<file path="config.mk">
export PLATFORM = sky130hd
export DESIGN_NAME = asp_link_controller
export DESIGN_NICKNAME = d
export VERILOG_FILES = /design/src/rtl/asp_link_controller.sv
export SDC_FILE = /design/constraint.sdc
export NUM_CORES = 1
export LEC_CHECK = 0
export BUFFER_PORTS_ARGS = -buffer_cell sky130_fd_sc_hd__buf_2
export CELL_PAD_IN_SITES_DETAIL_PLACEMENT = 1
export CELL_PAD_IN_SITES_GLOBAL_PLACEMENT = 2
export CORE_UTILIZATION = 26
export CTS_BUF_LIST = sky130_fd_sc_hd__clkbuf_8
export DETAILED_ROUTE_END_ITERATION = 8
export PLACE_DENSITY = 0.89
export SETUP_SLACK_MARGIN = 0.4
export SLEW_MARGIN = 0
export SYNTH_ARGS = -nofsm -noshare
export SYNTH_HDL_FRONTEND = slang
export SYNTH_SLANG_ARGS = --single-unit
</file>
<file path="constraint.sdc">
create_clock -name clk -period 3 [get_ports clk]
set_input_delay 0.15 -clock clk [delete_from_list [all_inputs] [get_ports clk]]
set_output_delay 0.15 -clock clk [all_outputs]
set_load 0.02 [all_outputs]
</file>
<file path="src/rtl/asp_link_controller.sv">
// asp_link_controller: arbitrates host transmits and inbound frames, tracks one tagged
// transmission, retransmits on ack timeout and drives the output stage with op pulses.
module asp_link_controller #(
    parameter int data_size      = 32,
    parameter int tag_size       = 8,
    parameter int TIMEOUT_CYCLES = 64,
    parameter int MAX_RETRIES    = 3
) (
    input  logic                          clk,
    input  logic                          reset,
    input  logic                          host_tx_valid,
    input  logic [data_size-1:0]          host_tx_data,
    output logic                          host_tx_ready,
    input  logic                          net_rx_valid,
    input  logic                          net_rx_is_ack,
    input  logic [data_size+tag_size-1:0] net_rx_frame,
    input  logic                          net_rx_parity_error,
    output logic [1:0]                    op_out,
    output logic [data_size-1:0]          tx_data_out,
    output logic [tag_size-1:0]           tx_tag_out,
    output logic [data_size+tag_size-1:0] tx_data_plus_tag_out,
    output logic [data_size+tag_size-1:0] ndt_out,
    output logic                          tag_match_out,
    output logic [data_size-1:0]          rx_data_out,
    output logic                          soft_error_out,
    output logic                          tx_fail_out,
    output logic [1:0]                    retry_count_out,
    output logic                          busy_out
);
    localparam int TW = $clog2(TIMEOUT_CYCLES);
    localparam int RW = $clog2(MAX_RETRIES + 2);
    localparam logic [1:0] NOP = 2'b00, TXE = 2'b01, RXA = 2'b10, RXD = 2'b11;

    typedef enum logic [1:0] {IDLE, WAIT_ACK, RETRY} state_t;

    state_t              state, state_nxt;
    logic [TW-1:0]       timer;
    logic [RW-1:0]       retries;
    logic [tag_size-1:0] tag_cnt;
    logic [1:0]          op_nxt;
    logic                is_data, is_perr, ack_match, accept, timeout, can_retry, retry_go, fail;

    assign is_data   = net_rx_valid & ~net_rx_parity_error & ~net_rx_is_ack;
    assign is_perr   = net_rx_valid & net_rx_parity_error;
    assign ack_match = net_rx_valid & ~net_rx_parity_error & net_rx_is_ack & (state != IDLE)
                     & (net_rx_frame[tag_size-1:0] == tx_tag_out);
    assign accept    = host_tx_valid & host_tx_ready;
    assign timeout   = (state == WAIT_ACK) & (timer == TW'(TIMEOUT_CYCLES - 1)) & ~ack_match;
    assign can_retry = int'(retries) < MAX_RETRIES;
    // Any non-ack inbound frame holds the retransmission back a cycle; a matching ack cancels it.
    assign retry_go  = (state == RETRY) & ~ack_match & ~is_data & ~is_perr;
    assign fail      = timeout & ~can_retry;

    assign host_tx_ready        = ~reset & (state == IDLE) & ~net_rx_valid;
    assign tx_data_plus_tag_out = {tx_data_out, tx_tag_out};
    assign busy_out             = state != IDLE;
    assign retry_count_out      = (int'(retries) > 3) ? 2'd3 : 2'(retries);

    always_ff @(posedge clk) begin
        if (reset) state <= IDLE;
        else state <= state_nxt;
    end

    always_comb begin
        state_nxt = ack_match ? IDLE :
                    accept    ? WAIT_ACK :
                    timeout   ? (can_retry ? RETRY : IDLE) :
                    retry_go  ? WAIT_ACK : state;
    end

    always_comb begin
        op_nxt = is_data ? RXD : ack_match ? RXA : (accept | retry_go) ? TXE : NOP;
    end

    always_ff @(posedge clk) begin
        if (reset) begin
            timer          <= '0;
            retries        <= '0;
            tag_cnt        <= '0;
            op_out         <= NOP;
            tag_match_out  <= 1'b0;
            soft_error_out <= 1'b0;
            tx_fail_out    <= 1'b0;
            tx_data_out    <= '0;
            tx_tag_out     <= '0;
            ndt_out        <= '0;
            rx_data_out    <= '0;
        end else begin
            op_out         <= op_nxt;
            tag_match_out  <= ack_match;
            soft_error_out <= is_perr;
            tx_fail_out    <= fail;
            timer          <= (state == WAIT_ACK && state_nxt == WAIT_ACK) ? timer + TW'(1) : '0;
            if (ack_match | fail | accept) retries <= '0;
            else if (retry_go) retries <= retries + RW'(1);
            if (ack_match | fail) tag_cnt <= tag_cnt + tag_size'(1);
            if (is_data) rx_data_out <= net_rx_frame[data_size+tag_size-1:tag_size];
            if (accept) begin
                tx_data_out <= host_tx_data;
                tx_tag_out  <= tag_cnt;
                ndt_out     <= {host_tx_data, tag_cnt};
            end
        end
    end
endmodule

</file>
==> flow_metrics.tcl, run 1 <==
set metrics [dict create \
    synth_top_area_share_pct 45.6 \
    worst_slew_pin_slew_ps 962 \
    initialDrtViolationCount 102 \
    cts.sinks 96 \
    place_area_um2 5000 \
    reg2regPathDepth 5 \
    netlist_top_cells_area "dfxtp_1 46%, buf_4 14%, nand2_1 13%, a21oi_1 9.7%, xor2_1 2.5%" \
    grtUsageTotal_pct 15.3 \
    routedWlPerCell_um 13.9 \
    area_delta_synth_final_pct 38.2 \
    yosysTopAreaCell "dfxtp_1" \
    gr-total-overflow 0 \
    critPathCaptureType "flip-flop" \
    gp_congestion 0.727 \
    finalSetupTns_ps 0 \
    top_layer "met4" \
    grt_pass1_wl_um 19600 \
    cts.repair.resized 0 \
    pwr-share-seq_pct 53.1 \
    yosysWarnings 0 \
    core-area_um2 15800 \
    mostFrequentLayoutCells "238 x buf_2, 151 x nand2_1, 96 x dfxtp_1" \
    critical_path_class "reg -> reg" \
    max_freq_mhz 494 \
    multiInputGateArea_um2 1570 \
    p_sw_mw 0.708 \
    vias_per_cell 4.29 \
    grt_pass1_vias 3813 \
    hp-start "host_tx_data[15]" \
    routedLengthMet1_um 5430 \
    leakagePower_nw 2.77 \
    clk_path_buf_depth 2 \
    portBuffers 238 \
    cp-startpoint "state[0]$_SDFF_PP0_" \
    ir_drop_uv 175 \
    dp_cells 875 \
    p_int_mw 1.79 \
    postSynthCellCount 523 \
    crit_fanout 37 \
    hold_depth 3 \
    fin_crit_ps 2030 \
    hold_path.class "in -> reg" \
    p_sw_share_pct 28.4 \
    route.met3.wl_um 917 \
    ys_seq_elements 96 \
    rr_endpoint "tx_data_out[5]$_SDFFE_PP0P_" \
    ff_latch_area_um2 1920 \
    grt_max_degree 85 \
    final-setup-viol-count 0 \
    clockPowerShare_pct 32.4 \
    skew_ps 16.5 \
    reg2reg_slack_ps 970 \
    fp.dieH_um 129 \
    worstReg2RegStart "state[0]$_SDFF_PP0_" \
    status "completed" \
    grt_setup_unrepaired "no" \
    crit_required_ps 3310 \
    nets 816 \
    postRouteAntennaNets 0 \
    combPwrFrac_pct 14.5 \
    final_util_pct 36.8 \
    die_w_um 129 \
    synthesis.nets 605 \
    wl_um 13300 \
    initial_core_util_pct 26.6 \
    mostFrequentLayoutCell "buf_2" \
    antenna_found_initial 0 \
    stdcell_area_um2 5820 \
    period_share_pct 67.5 \
    syn_area_um2 4220 \
    ctsHtreeMaxLevel 3 \
    cts-buffers-inserted 9 \
    ys_seq_area_share_pct 45.6 \
    syn_area_per_cell_um2 8.06 \
    ioPinCount 239 \
    die-area_um2 16700 \
    relSlewSlack_pct 35.9 \
    ctsRootBufferMaster "clkbuf_8" \
    clock_latency_ps 380 \
    startpoint_type "flip-flop" \
    synth.distinct_cells 33 \
    drc_errors 0 \
    cts_tree "yes" \
    critical_path_arrival_ps 2330 \
    slew_viol_final 0 \
    final.fill_count 1987 \
    whs_endpoint "tx_data_out[15]$_SDFFE_PP0P_" \
    vias 4094 \
    antenna_cells 0 \
    max_cap_violations 0 \
    wl_met2_um 6560 \
    power_density_nw_per_um2 429 \
    final_cell_count_no_fill 955 \
    drtPass1Iterations 4 \
    dpl.hpwl_um 8700 \
    clkTransAtPathRegs_ps 100 \
    std_cell_rows 46 \
    drive_gt1_share_pct 36.8 \
    whs_ps 35.6 \
    hold_viol 0 \
]
==> synth_stat cells, drive strengths merged <==
master  number
nand2      151
dfxtp       96
buf         85
a21oi       82
clkbuf      22
nor2        16
xor2        12
or3          8
nand2b       7
o21ai        6
nand3        5
ha           4
inv          4
nor3         3
nor4         3
or2          3
and2         2
mux2i        2
nor2b        2
xnor2        2
a211oi       1
a21o         1
a31o         1
a31oi        1
and3         1
and4         1
nand4        1
nor4b        1
==> metrics by stage <==
stage / setup slack (ps) / total power, mW
after floorplan: 1060 / 1.55
after global placement: 1050 / 1.65
after detailed placement: 958 / 1.65
after CTS: 926 / 2.55
after global routing: 747 / 2.63
final: 974 / 2.50
==> cells by family after synthesis <==
| family | Yosys count | synth area share [%] |
|---|---|---|
| buffers and inverters | 111 | 17.3 |
| muxes | 2 | 0.475 |
| xor gates and xnor gates | 14 | 2.91 |
| adders and majority gates | 4 | 1.19 |
| AOI/OAI and AO/OA | 92 | 11.3 |
| DFF | 96 | 45.6 |
| and+or+nand+nor | 204 | 21.2 |
==> state kept, by name, summed over array words and instances (netlist names) <==
signal	flops
tx_fail_out	1
tx_data_out	32
soft_error_out	1
ndt_out	1
tag_match_out	1
rx_data_out	32
timer	6
retries	3
state	2
tx_tag_out	7
tag_cnt	8
op_out	2
==> power by group through the flow <==
stage | Sequential, mW | Combinational, mW | Clock, mW
6_report | 1.33 | 0.362 | 0.809
5_1_grt | 1.33 | 0.393 | 0.902
4_1_cts | 1.33 | 0.364 | 0.858
3_5_place_dp | 1.36 | 0.297 | 0
3_3_place_gp | 1.35 | 0.295 | 0
2_1_floorplan | 1.39 | 0.161 | 0
==> how the worst max path moves through the flow <==
stage	endpoint	cells after the start	slack (ps)
2_1_floorplan	tx_tag_out[2]$_SDFFE_PP0P_	6	1060
3_3_place_gp	tx_data_out[3]$_SDFFE_PP0P_	5	1050
3_5_place_dp	tx_data_out[5]$_SDFFE_PP0P_	5	960
4_1_cts	state[0]$_SDFF_PP0_	5	930
5_1_grt	state[0]$_SDFF_PP0_	5	750
6_report	tx_data_out[5]$_SDFFE_PP0P_	5	970
==> metal layers <==
metal,vias up,track usage [%]
li1,2021,-
met1,1899,16.7
met2,153,27.1
met3,21,4.29
met4,0,7.61
met5,-,0
==> area by class of cell <==
cell class                      count  area share, %
Tap cell                          216           4.64
Inverter                            4          0.258
Sequential cell                    96           33.0
Clock buffer                       10           2.36
Clock inverter                      6          0.730
Timing Repair Buffer              307           32.1
Multi-Input combinational cell    316           26.9
==> worst max-delay path, stage by stage (launching register included) <==
cell and delay [ps]:
dfxtp_1 350, nor4_1 450, and2_2 690, buf_4 260
nand2_1 60, a21oi_1 110
==> what timing repair did <==
action / in CTS / in global routing
setup buffers: 0 / 0
hold buffers: 64 / 0
endpoints found under the hold margin: 63 / 0
(Power assumes the default switching activity.)
==> inputs of run 2 (changes only) <==
--- a/config.mk
+++ b/config.mk
@@ -5,13 +5,14 @@
 export SDC_FILE = /design/constraint.sdc
 export NUM_CORES = 1
 export LEC_CHECK = 0
+export ABC_AREA = 1
 export BUFFER_PORTS_ARGS = -buffer_cell sky130_fd_sc_hd__buf_2
 export CELL_PAD_IN_SITES_DETAIL_PLACEMENT = 1
 export CELL_PAD_IN_SITES_GLOBAL_PLACEMENT = 2
-export CORE_UTILIZATION = 26
+export CORE_UTILIZATION = 22
 export CTS_BUF_LIST = sky130_fd_sc_hd__clkbuf_8
 export DETAILED_ROUTE_END_ITERATION = 8
-export PLACE_DENSITY = 0.89
+export PLACE_DENSITY = 0.8
 export SETUP_SLACK_MARGIN = 0.4
 export SLEW_MARGIN = 0
 export SYNTH_ARGS = -nofsm -noshare
==> constraint.sdc (replaced) <==
create_clock -name clk -period 1.8 [get_ports clk]
set_input_delay 0.09 -clock clk [delete_from_list [all_inputs] [get_ports clk]]
set_output_delay 0.09 -clock clk [all_outputs]
set_load 0.02 [all_outputs]
==> flow_metrics.tcl, run 2 <==
set metrics [dict create \
    std_cell_rows 51 \
    die-area_um2 20900 \
    portBuffers 238 \
    area_delta_synth_final_pct 66.7 \
    status "completed" \
    power_density_nw_per_um2 629 \
    syn_area_um2 4470 \
    crit_fanout 6 \
    antenna_cells 0 \
    final-setup-viol-count 0 \
    grtUsageTotal_pct 14.7 \
    worst_slew_pin_slew_ps 640 \
    gp_congestion 0.717 \
    grt_setup_unrepaired "yes" \
    hold_path.class "in -> reg" \
    postSynthCellCount 592 \
    ctsHtreeMaxLevel 3 \
    drive_gt1_share_pct 50.5 \
    synth_edf_count 0 \
    critical_path_class "reg -> reg" \
    routedWlPerCell_um 15.6 \
    nets 937 \
    skew_ps 10.4 \
    synthesis.nets 674 \
    synth_common_cells "96 x dfxtp_1, 96 x nor2_1, 82 x nand2_1, 80 x buf_4, 48 x a21oi_1" \
    syn_area_per_cell_um2 7.55 \
    ys_seq_area_share_pct 43.0 \
    grt_max_degree 40 \
    core-area_um2 19700 \
    netlist_top_cells_area "dfxtp_1 43%, buf_4 13%, nor2_1 8.1%, nand2_1 6.9%, a21oi_1 5.4%" \
    synth_top_area_share_pct 43.0 \
    antenna_found_initial 0 \
    clock_latency_ps 370 \
    cts_tree "yes" \
    clk_path_buf_depth 2 \
    startpoint_type "flip-flop" \
    initial_core_util_pct 22.7 \
    cts.sinks 96 \
    gr-total-overflow 0 \
    yosysWarnings 0 \
    hold_viol 0 \
    grt_pass1_vias 4610 \
    drtPass1Iterations 4 \
    clkTransAtPathRegs_ps 100 \
    p_total_mw 4.69 \
    vias 4868 \
    critPathCaptureType "flip-flop" \
    mostFrequentLayoutCells "235 x buf_2, 84 x nor2_1, 80 x dfxtp_1" \
    vias_per_cell 4.33 \
    mostFrequentLayoutCell "buf_2" \
    die_w_um 145 \
    slew_viol_final 0 \
    dpl.hpwl_um 10000 \
    fp.dieH_um 145 \
    critical_path_arrival_ps 1810 \
    crit_required_ps 2040 \
    max_cap_violations 0 \
    leakagePower_nw 3.59 \
    synthFlopType "dfxtp_1" \
    max_freq_mhz 638 \
    ys_seq_elements 96 \
    fin_crit_ps 1570 \
    drc_errors 0 \
    reg.largest.list "rx_data_out: 32 flops, tx_data_out: 32 flops, tag_cnt: 8 flops" \
    relSlewSlack_pct 57.3 \
    initialDrtViolationCount 106 \
    period_share_pct 87.1 \
    finalSetupTns_ps 0 \
    async_reset_ff_share_pct 0 \
    yosysTopAreaCell "dfxtp_1" \
    ioPinCount 239 \
    wl_um 17600 \
    synth.distinct_cells 33 \
    ir_drop_uv 328 \
    grt_pass1_wl_um 23800 \
    ctsRootBufferMaster "clkbuf_8" \
    cts-buffers-inserted 9 \
    postRouteAntennaNets 0 \
]
run 2: logic make-up (layout without fill, tap and decap cells):
kind of cell / count (synthesis) / count (layout) / synth area share (%)
AND/OR/NAND/NOR: 242 / 244 / 23.2
flip-flops: 96 / 96 / 43.0
adder cells (fa/ha/maj): 4 / 4 / 1.12
XOR/XNOR: 6 / 6 / 1.18
buffers and inverters: 143 / 408 / 19.3
AO/OA/AOI/OAI: 101 / 101 / 12.2
run 2: per-layer routing:
metal | up-vias | part of all wire, % | global-route usage, %
li1 | 2352 | - | -
met3 | 13 | 7.4 | 4.93
met4 | 0 | 1.0 | 3.49
met2 | 203 | 52 | 27.0
met5 | - | 0 | 0
met1 | 2300 | 40 | 16.2
run 2: path summary, 6_finish.rpt:
check,from,endpoint,slack (ps),depth (start not counted)
worst max-delay path,state[0]$_SDFF_PP0_,tx_data_out[5]$_SDFFE_PP0P_,230,8
worst min-delay path,host_tx_valid,tx_tag_out[5]$_SDFFE_PP0P_,190,3
worst max register to register,state[0]$_SDFF_PP0_,tx_data_out[5]$_SDFFE_PP0P_,230,8
worst min register to register,tx_data_out[19]$_SDFFE_PP0P_,tx_data_out[19]$_SDFFE_PP0P_,500,2
run 2: repair_timing:
item                                    4_1_cts  5_1_grt
hold endpoints to repair                     65        0
gates cloned                                  2       11
hold buffers                                 65        0
resized for setup                            62      117
endpoints found under the setup margin       63       65
pin swaps                                    25       43
setup buffers                                20       15
run 2: layout make-up:
class                           count  area (µm²)
Clock inverter                      5        57.6
Multi-Input combinational cell    355        2260
Inverter                           35         136
Timing Repair Buffer              358        2560
Sequential cell                    96        1960
Clock buffer                       10         138
Tap cell                          265         332
Fill cell                        2349       12200
run 2: worst max-delay path: stages, from the launching register on:
cell	delay, ps
dfxtp_4	370
nor2_4	110
inv_2	60
nor3_4	250
buf_6	220
nand2_8	100
clkbuf_16	210
nand2_4	60
a21oi_2	40
run 2: stage by stage:
stage | hold WS (ps) | utilization [%] | instances | instance area (µm²) | setup WS, ps
after floorplan | 225 | - | 592 | 4500 | 372
after global placement | 312 | 27.4 | 996 | 5390 | 215
after detailed placement | 318 | 27.4 | 996 | 5390 | 214
after CTS | 89.0 | 34.0 | 1098 | 6680 | 259
after global routing | 174 | 37.9 | 1124 | 7450 | 169
final | 194 | 37.9 | 1124 | 7450 | 231
run 2: report_power, final:
part / internal (mW) / switching [mW]
Sequential: 2.19 / 0.0603
Clock: 0.675 / 0.812
Combinational: 0.416 / 0.540
